### src/rtl/unary_pkg.sv
// Shared types and defaults for the unary stream generator.
package unary_pkg;

    typedef enum logic [1:0] {
        ST_IDLE   = 2'd0,
        ST_STREAM = 2'd1,
        ST_WRITE  = 2'd2
    } state_e;

    localparam int unsigned UNARY_LEN    = 19;
    localparam int unsigned UNARY_WIDTH  = 5;
    localparam int unsigned UNARY_WR_CYC = 10;

    // Clamp a binary operand to the largest value a LEN-cycle stream can carry.
    function automatic int unsigned sat_to_len(input int unsigned value, input int unsigned len);
        return (value > len) ? len : value;
    endfunction

endpackage

### src/rtl/unary_lane_ser.sv
// One operand lane: holds the clamped operand and emits its thermometer bit
// for a given stream index (ones first, then zeros).
module unary_lane_ser
    import unary_pkg::*;
#(
    parameter int unsigned WIDTH = UNARY_WIDTH,
    parameter int unsigned LEN   = UNARY_LEN,
    parameter int unsigned CW    = 5
) (
    input  logic             clk,
    input  logic             rst,
    input  logic             load_i,
    input  logic [WIDTH-1:0] din_i,
    input  logic [CW-1:0]    idx_i,
    output logic             bit_o,
    output logic             over_o
);

    logic [WIDTH-1:0] val_q;
    logic [WIDTH-1:0] val_d;
    logic [WIDTH-1:0] clamp;

    assign clamp  = WIDTH'(sat_to_len(32'(din_i), LEN));
    assign over_o = (32'(din_i) > LEN);

    // On the accept edge the register still holds the old operand, so bit 0
    // is taken from the freshly clamped input instead.
    assign bit_o = (32'(idx_i) < 32'(load_i ? clamp : val_q));

    always_comb begin
        val_d = val_q;
        if (load_i) begin
            val_d = clamp;
        end
    end

    // NOTE: state registers use non-blocking assignment so every flop samples
    // pre-edge values regardless of process ordering.
    always_ff @(posedge clk) begin
        if (rst) begin
            val_q <= '0;
        end else begin
            val_q <= val_d;
        end
    end

endmodule

### src/rtl/unary_stream_gen.sv
// Serialises a binary operand pair into LEN-cycle thermometer streams, then
// holds read_or_write for WR_CYC cycles. Optional abort input: UNARY_GEN_ABORT_EN.
module unary_stream_gen
    import unary_pkg::*;
#(
    parameter int unsigned WIDTH  = UNARY_WIDTH,
    parameter int unsigned LEN    = UNARY_LEN,
    parameter int unsigned WR_CYC = UNARY_WR_CYC
) (
    input  logic             clk,
    input  logic             rst,
`ifdef UNARY_GEN_ABORT_EN
    input  logic             abort,
`endif
    input  logic             in_valid,
    output logic             in_ready,
    input  logic [WIDTH-1:0] in_a,
    input  logic [WIDTH-1:0] in_b,
    output logic             A,
    output logic             B,
    output logic             en,
    output logic             read_or_write,
    output logic             sat,
    output logic             done
);

    localparam int unsigned CW = $clog2(LEN + WR_CYC + 1);
    localparam logic [CW-1:0] LAST_STREAM = CW'(LEN - 1);
    localparam logic [CW-1:0] LAST_WRITE  = CW'(LEN + WR_CYC - 1);

    state_e        state_q, state_d;
    logic [CW-1:0] cnt_q, cnt_d;
    logic          a_q, a_d;
    logic          b_q, b_d;
    logic          en_q, en_d;
    logic          rw_q, rw_d;
    logic          sat_q, sat_d;
    logic          done_q, done_d;

    logic          accept;
    logic          show_bits;
    logic [CW-1:0] idx;
    logic          abort_w;
    logic          bit_a, bit_b;
    logic          over_a, over_b;

`ifdef UNARY_GEN_ABORT_EN
    assign abort_w = abort;
`else
    assign abort_w = 1'b0;
`endif

    unary_lane_ser #(.WIDTH(WIDTH), .LEN(LEN), .CW(CW)) u_lane_a (
        .clk    (clk),
        .rst    (rst),
        .load_i (accept),
        .din_i  (in_a),
        .idx_i  (idx),
        .bit_o  (bit_a),
        .over_o (over_a)
    );

    unary_lane_ser #(.WIDTH(WIDTH), .LEN(LEN), .CW(CW)) u_lane_b (
        .clk    (clk),
        .rst    (rst),
        .load_i (accept),
        .din_i  (in_b),
        .idx_i  (idx),
        .bit_o  (bit_b),
        .over_o (over_b)
    );

    // NOTE: every signal written here gets a default first so no latch is inferred.
    always_comb begin
        state_d   = state_q;
        cnt_d     = cnt_q;
        en_d      = en_q;
        rw_d      = rw_q;
        sat_d     = sat_q;
        done_d    = 1'b0;
        accept    = 1'b0;
        show_bits = 1'b0;
        idx       = '0;

        unique case (state_q)
            ST_IDLE: begin
                en_d = 1'b0;
                rw_d = 1'b0;
                if (in_valid) begin
                    accept    = 1'b1;
                    show_bits = 1'b1;
                    state_d   = ST_STREAM;
                    cnt_d     = '0;
                    en_d      = 1'b1;
                    sat_d     = over_a | over_b;
                end
            end
            ST_STREAM: begin
                cnt_d = cnt_q + CW'(1);
                if (cnt_q == LAST_STREAM) begin
                    state_d = ST_WRITE;
                    rw_d    = 1'b1;
                end else begin
                    show_bits = 1'b1;
                    idx       = cnt_q + CW'(1);
                end
            end
            ST_WRITE: begin
                if (cnt_q == LAST_WRITE) begin
                    state_d = ST_IDLE;
                    cnt_d   = '0;
                    en_d    = 1'b0;
                    rw_d    = 1'b0;
                    done_d  = 1'b1;
                end else begin
                    cnt_d = cnt_q + CW'(1);
                end
            end
            default: begin
                state_d = ST_IDLE;
                cnt_d   = '0;
                en_d    = 1'b0;
                rw_d    = 1'b0;
            end
        endcase

        // Abort drops the sequence silently; sat keeps the last acceptance result.
        if (abort_w && (state_q != ST_IDLE)) begin
            state_d   = ST_IDLE;
            cnt_d     = '0;
            en_d      = 1'b0;
            rw_d      = 1'b0;
            done_d    = 1'b0;
            show_bits = 1'b0;
        end

        a_d = show_bits & bit_a;
        b_d = show_bits & bit_b;
    end

    always_ff @(posedge clk) begin
        if (rst) begin
            state_q <= ST_IDLE;
            cnt_q   <= '0;
            a_q     <= 1'b0;
            b_q     <= 1'b0;
            en_q    <= 1'b0;
            rw_q    <= 1'b0;
            sat_q   <= 1'b0;
            done_q  <= 1'b0;
        end else begin
            state_q <= state_d;
            cnt_q   <= cnt_d;
            a_q     <= a_d;
            b_q     <= b_d;
            en_q    <= en_d;
            rw_q    <= rw_d;
            sat_q   <= sat_d;
            done_q  <= done_d;
        end
    end

    assign in_ready      = (state_q == ST_IDLE) & ~rst;
    assign A             = a_q;
    assign B             = b_q;
    assign en            = en_q;
    assign read_or_write = rw_q;
    assign sat           = sat_q;
    assign done          = done_q;

endmodule

### config.mk
export PLATFORM = sky130hd
export DESIGN_NAME = unary_stream_gen
export DESIGN_NICKNAME = d
export VERILOG_FILES = /design/src/rtl/unary_pkg.sv /design/src/rtl/unary_lane_ser.sv /design/src/rtl/unary_stream_gen.sv
export SDC_FILE = /design/constraint.sdc
export NUM_CORES = 1
export LEC_CHECK = 0
export CORE_MARGIN = 2
export CORE_UTILIZATION = 45
export CTS_CLUSTER_SIZE = 20
export DETAILED_ROUTE_END_ITERATION = 8
export PLACE_DENSITY = 0.67
export SETUP_SLACK_MARGIN = 0.1
export SLEW_MARGIN = 20
export SYNTH_ARGS = -nofsm -noshare
export SYNTH_HDL_FRONTEND = slang
export SYNTH_SLANG_ARGS = --single-unit
### constraint.sdc
create_clock -name clk -period 6.2 [get_ports clk]
set_input_delay 1.55 -clock clk [delete_from_list [all_inputs] [get_ports clk]]
set_output_delay 1.55 -clock clk [all_outputs]
set_load 0.01 [all_outputs]
==> results by group <==
Run status
  • Status: complete, no violations

Yosys
  • Area contributors post-synth: dfxtp_1 35%, ha_1 14%, nor2_1 5.4%
  • Ys flop type: dfxtp_1
  • Post-synthesis average cell area: 9.03 µm²
  • Most frequent cell after synthesis: dfxtp_1
  • Post-synth EDFFs: 0
  • Warnings, synthesis: 0
  • Adder-cell area share of the yosys netlist: 14.3%
  • Async SR Flop Fraction: 0%
  • Net Count, Synth: 173
  • Mux cell area share after synthesis: 2.29%
  • Seq/Total Area, Yosys: 35.1%
  • Yosys reg bits: 23
  • Yosys top cell area share: 35.1%
  • Syn Inst Count: 145
  • Post-Synth Simple-Gate Area: 24.5%
  • Post-Synth XOR/XNOR Area: 0.669%
  • Yosys top cell by area: dfxtp_1
  • Synth cell count leaders: 23 x dfxtp_1, 19 x nor2_1, 15 x ha_1
  • Mapped cell area: 1310 µm²
  • Cell variety after synth: 37
  • Compound-Gate Fraction of Synth Area: 19.9%
  • Main combinational cell family by area after synthesis: simple AND/OR/NAND/NOR gates

Worst hold path
  • Hold depth: 2
  • Min-delay src: read_or_write$_SDFFE_PP0P_
  • Hold crit path type: reg2reg
  • Hold Path Sink: read_or_write$_SDFFE_PP0P_

Pwr
  • PwrDens: 207 nW/µm²
  • Clock power share: 22.7%
  • Switching Share: 31.2%
  • Combinational power share: 27.0%
  • Max VDD drop: 143 µV
  • Switching power: 101 µW
  • Internal power: 223 µW
  • Pwr Total: 324 µW
  • Seq pwr share: 50.2%
  • LEAKAGE: 0.579 nW

Timing
  • Fin crit share: 70.6%
  • Fin. Hold Viols: 0
  • Worst slew pin tran: 0.537 ns
  • Relative slew slack: 64.2%
  • Total Neg Setup Slack: 0 ns
  • Layout Skew: 0.00816 ns
  • Max frequency: 229 MHz
  • Pins Over Slew Limit: 0
  • Final setup vio count: 0
  • Unrepaired setup endpoints after global routing: no
  • Final min period: 4.37 ns
  • Worst setup margin: 1.83 ns

Floorplan
  • Core area: 2760 µm²
  • Die Span Y: 58.0 µm
  • Die Wd: 58.0 µm
  • Die ar.: 3360 µm²
  • # rows: 19
  • Num ports: 20
  • Starting Density: 47.5%

Clocking
  • Post-CTS setup buffers: 0
  • Hold buffer count at cts: 0
  • CTS sink cnt: 23
  • CTS tree: built
  • TritonCTS Buffers: 3
  • Root Buffer: clkbuf_4
  • Clock slew at the register clock pins of the worst setup and hold paths: 0.14 ns
  • H-Tree Level Count: 1
  • Clock buffer depth: 2
  • Post-CTS Resized: 0
  • Skew-Pair Late Insertion Delay: 0.33 ns

Placed design
  • Pre-CTS setup slack: 1.83 ns
  • Final HPWL DP: 2.12 mm
  • Placer Congestion: 0.882
  • Port Buffers: 19
  • Placed Cells: 193

Layout
  • Fin cells: 197
  • Antenna Cells: 0
  • Layout cells sized above 1: 7.23%
  • Nets: 195
  • Area grow syn2layout: 19.2%

Global routing
  • Largest net degree at the start of global routing: 24
  • GRT Overall Usage: 18.1%
  • GRT overflow: 0
  • First-pass GRT wire length: 4.62 mm
  • Vias in the first global route: 1056
  • Antenna violations before repair: 0

Drt
  • First-pass DRT Iterations: 4
  • Drt drc: 0
  • Routed WL: 2.79 mm
  • ANT nets after route: 0
  • Via count: 1112
  • Drt wl/cell: 14.2 µm
  • Drt first-iter violations: 28
  • Vias per Instance: 5.64

Critical path
  • Crit Reg-Reg Endpoint: A$_SDFF_PP0_
  • Crit Path Max Fanout: 23
  • R2R cell count: 9
  • Type of origin of the critical path: input pin
  • Max incr delay on CP: 0.54 ns
  • Critical path, cell by cell: clkdlybuf4s50_1, buf_4, nor2b_1, clkdlybuf4s50_1
  • WS Path Type: in2out
  • Flop2flop setup slack: 3.65 ns
  • Worst Path Arrival: 2.82 ns
  • Critical Path Most Common Cell: clkdlybuf4s50_1
  • Critical path's slowest cell: clkdlybuf4s50_1
  • Endpoint type of the worst setup path: primary output
  • Reg-to-Reg Start: cnt_q[0]$_SDFFE_PP0N_
  • Worst Path Required: 4.65 ns

Flow run
  • Max Cap Viol: 0
## stage by stage
stage,cell area [µm²],hold slack [ns],utilization (%)
5_1_grt,1560,0.512,56.6
3_3_place_gp,1530,0.460,55.6
4_1_cts,1560,0.508,56.6
6_report,1560,0.509,56.6
2_1_floorplan,1310,0.456,-
3_5_place_dp,1530,0.486,55.6
## worst max-delay path, delay by kind of cell
family	cells	cell delay [ns]
AND/OR/NAND/NOR	1	0.12
buffers and inverters	3	1.14
## cell usage in the layout, fill, tap and decap left out, types with 2 or more instances in the layout
cell	count
nand3b_1	2
o21ai_0	6
o22ai_1	2
clkbuf_4	3
nor2_1	19
inv_1	8
dfxtp_1	23
nand2b_1	3
clkdlybuf4s50_1	19
ha_1	15
nand2_1	10
nor2b_1	2
nor3b_1	7
nand3_1	4
a2111oi_2	2
a211oi_1	3
nor3_1	2
mux2i_1	3
o21a_1	2
a21oi_1	13
## power groups by stage
| stage | registers, mW | logic (mW) | clock network (mW) |
|---|---|---|---|
| 6_report | 0.163 | 0.0876 | 0.0736 |
| 5_1_grt | 0.164 | 0.0977 | 0.0838 |
| 4_1_cts | 0.163 | 0.0875 | 0.0761 |
| 3_5_place_dp | 0.166 | 0.0872 | 0 |
| 3_3_place_gp | 0.165 | 0.0859 | 0 |
| 2_1_floorplan | 0.167 | 0.0563 | 0 |
## cell families after synthesis
group / count (synthesis)
AO/OA/AOI/OAI: 36
flip-flops: 23
adder cells (fa/ha/maj): 15
AND/OR/NAND/NOR: 56
buffers and inverters: 11
multiplexers: 3
XOR/XNOR: 1
## how the worst max path moves through the flow
stage                     from        to  slack [ns]  cells past startpoint
after global placement     rst  in_ready        1.83                      4
after global routing       rst  in_ready        1.73                      4
after CTS                  rst  in_ready        1.83                      4
after detailed placement   rst  in_ready        1.83                      4
after floorplan            rst  in_ready        2.71                      2
final                      rst  in_ready        1.83                      4
## state kept, by name (all words and copies together) (netlist names)
name	count
A	1
done	1
cnt_q	5
B	1
state_q	2
u_lane_a.val_q	5
en	1
sat	1
read_or_write	1
u_lane_b.val_q	5
## layer usage
layer | GRT usage, % | share of wire (%) | up-vias
met1 | 22.7 | 48 | 521
met4 | 9.30 | 1.6 | 0
met5 | 0 | 0 | -
met2 | 30.2 | 46 | 24
li1 | - | - | 562
met3 | 2.68 | 3.7 | 5
## final cells by class
type / instances / area [µm²]
inverter: 8 / 30.0
multi-input combinational: 111 / 807
clock inverter: 1 / 5.00
tap: 31 / 38.8
sequential: 23 / 460
clock buffer: 3 / 22.5
fill: 254 / 1200
timing repair buffer: 20 / 198
(Power assumes the default switching activity.)
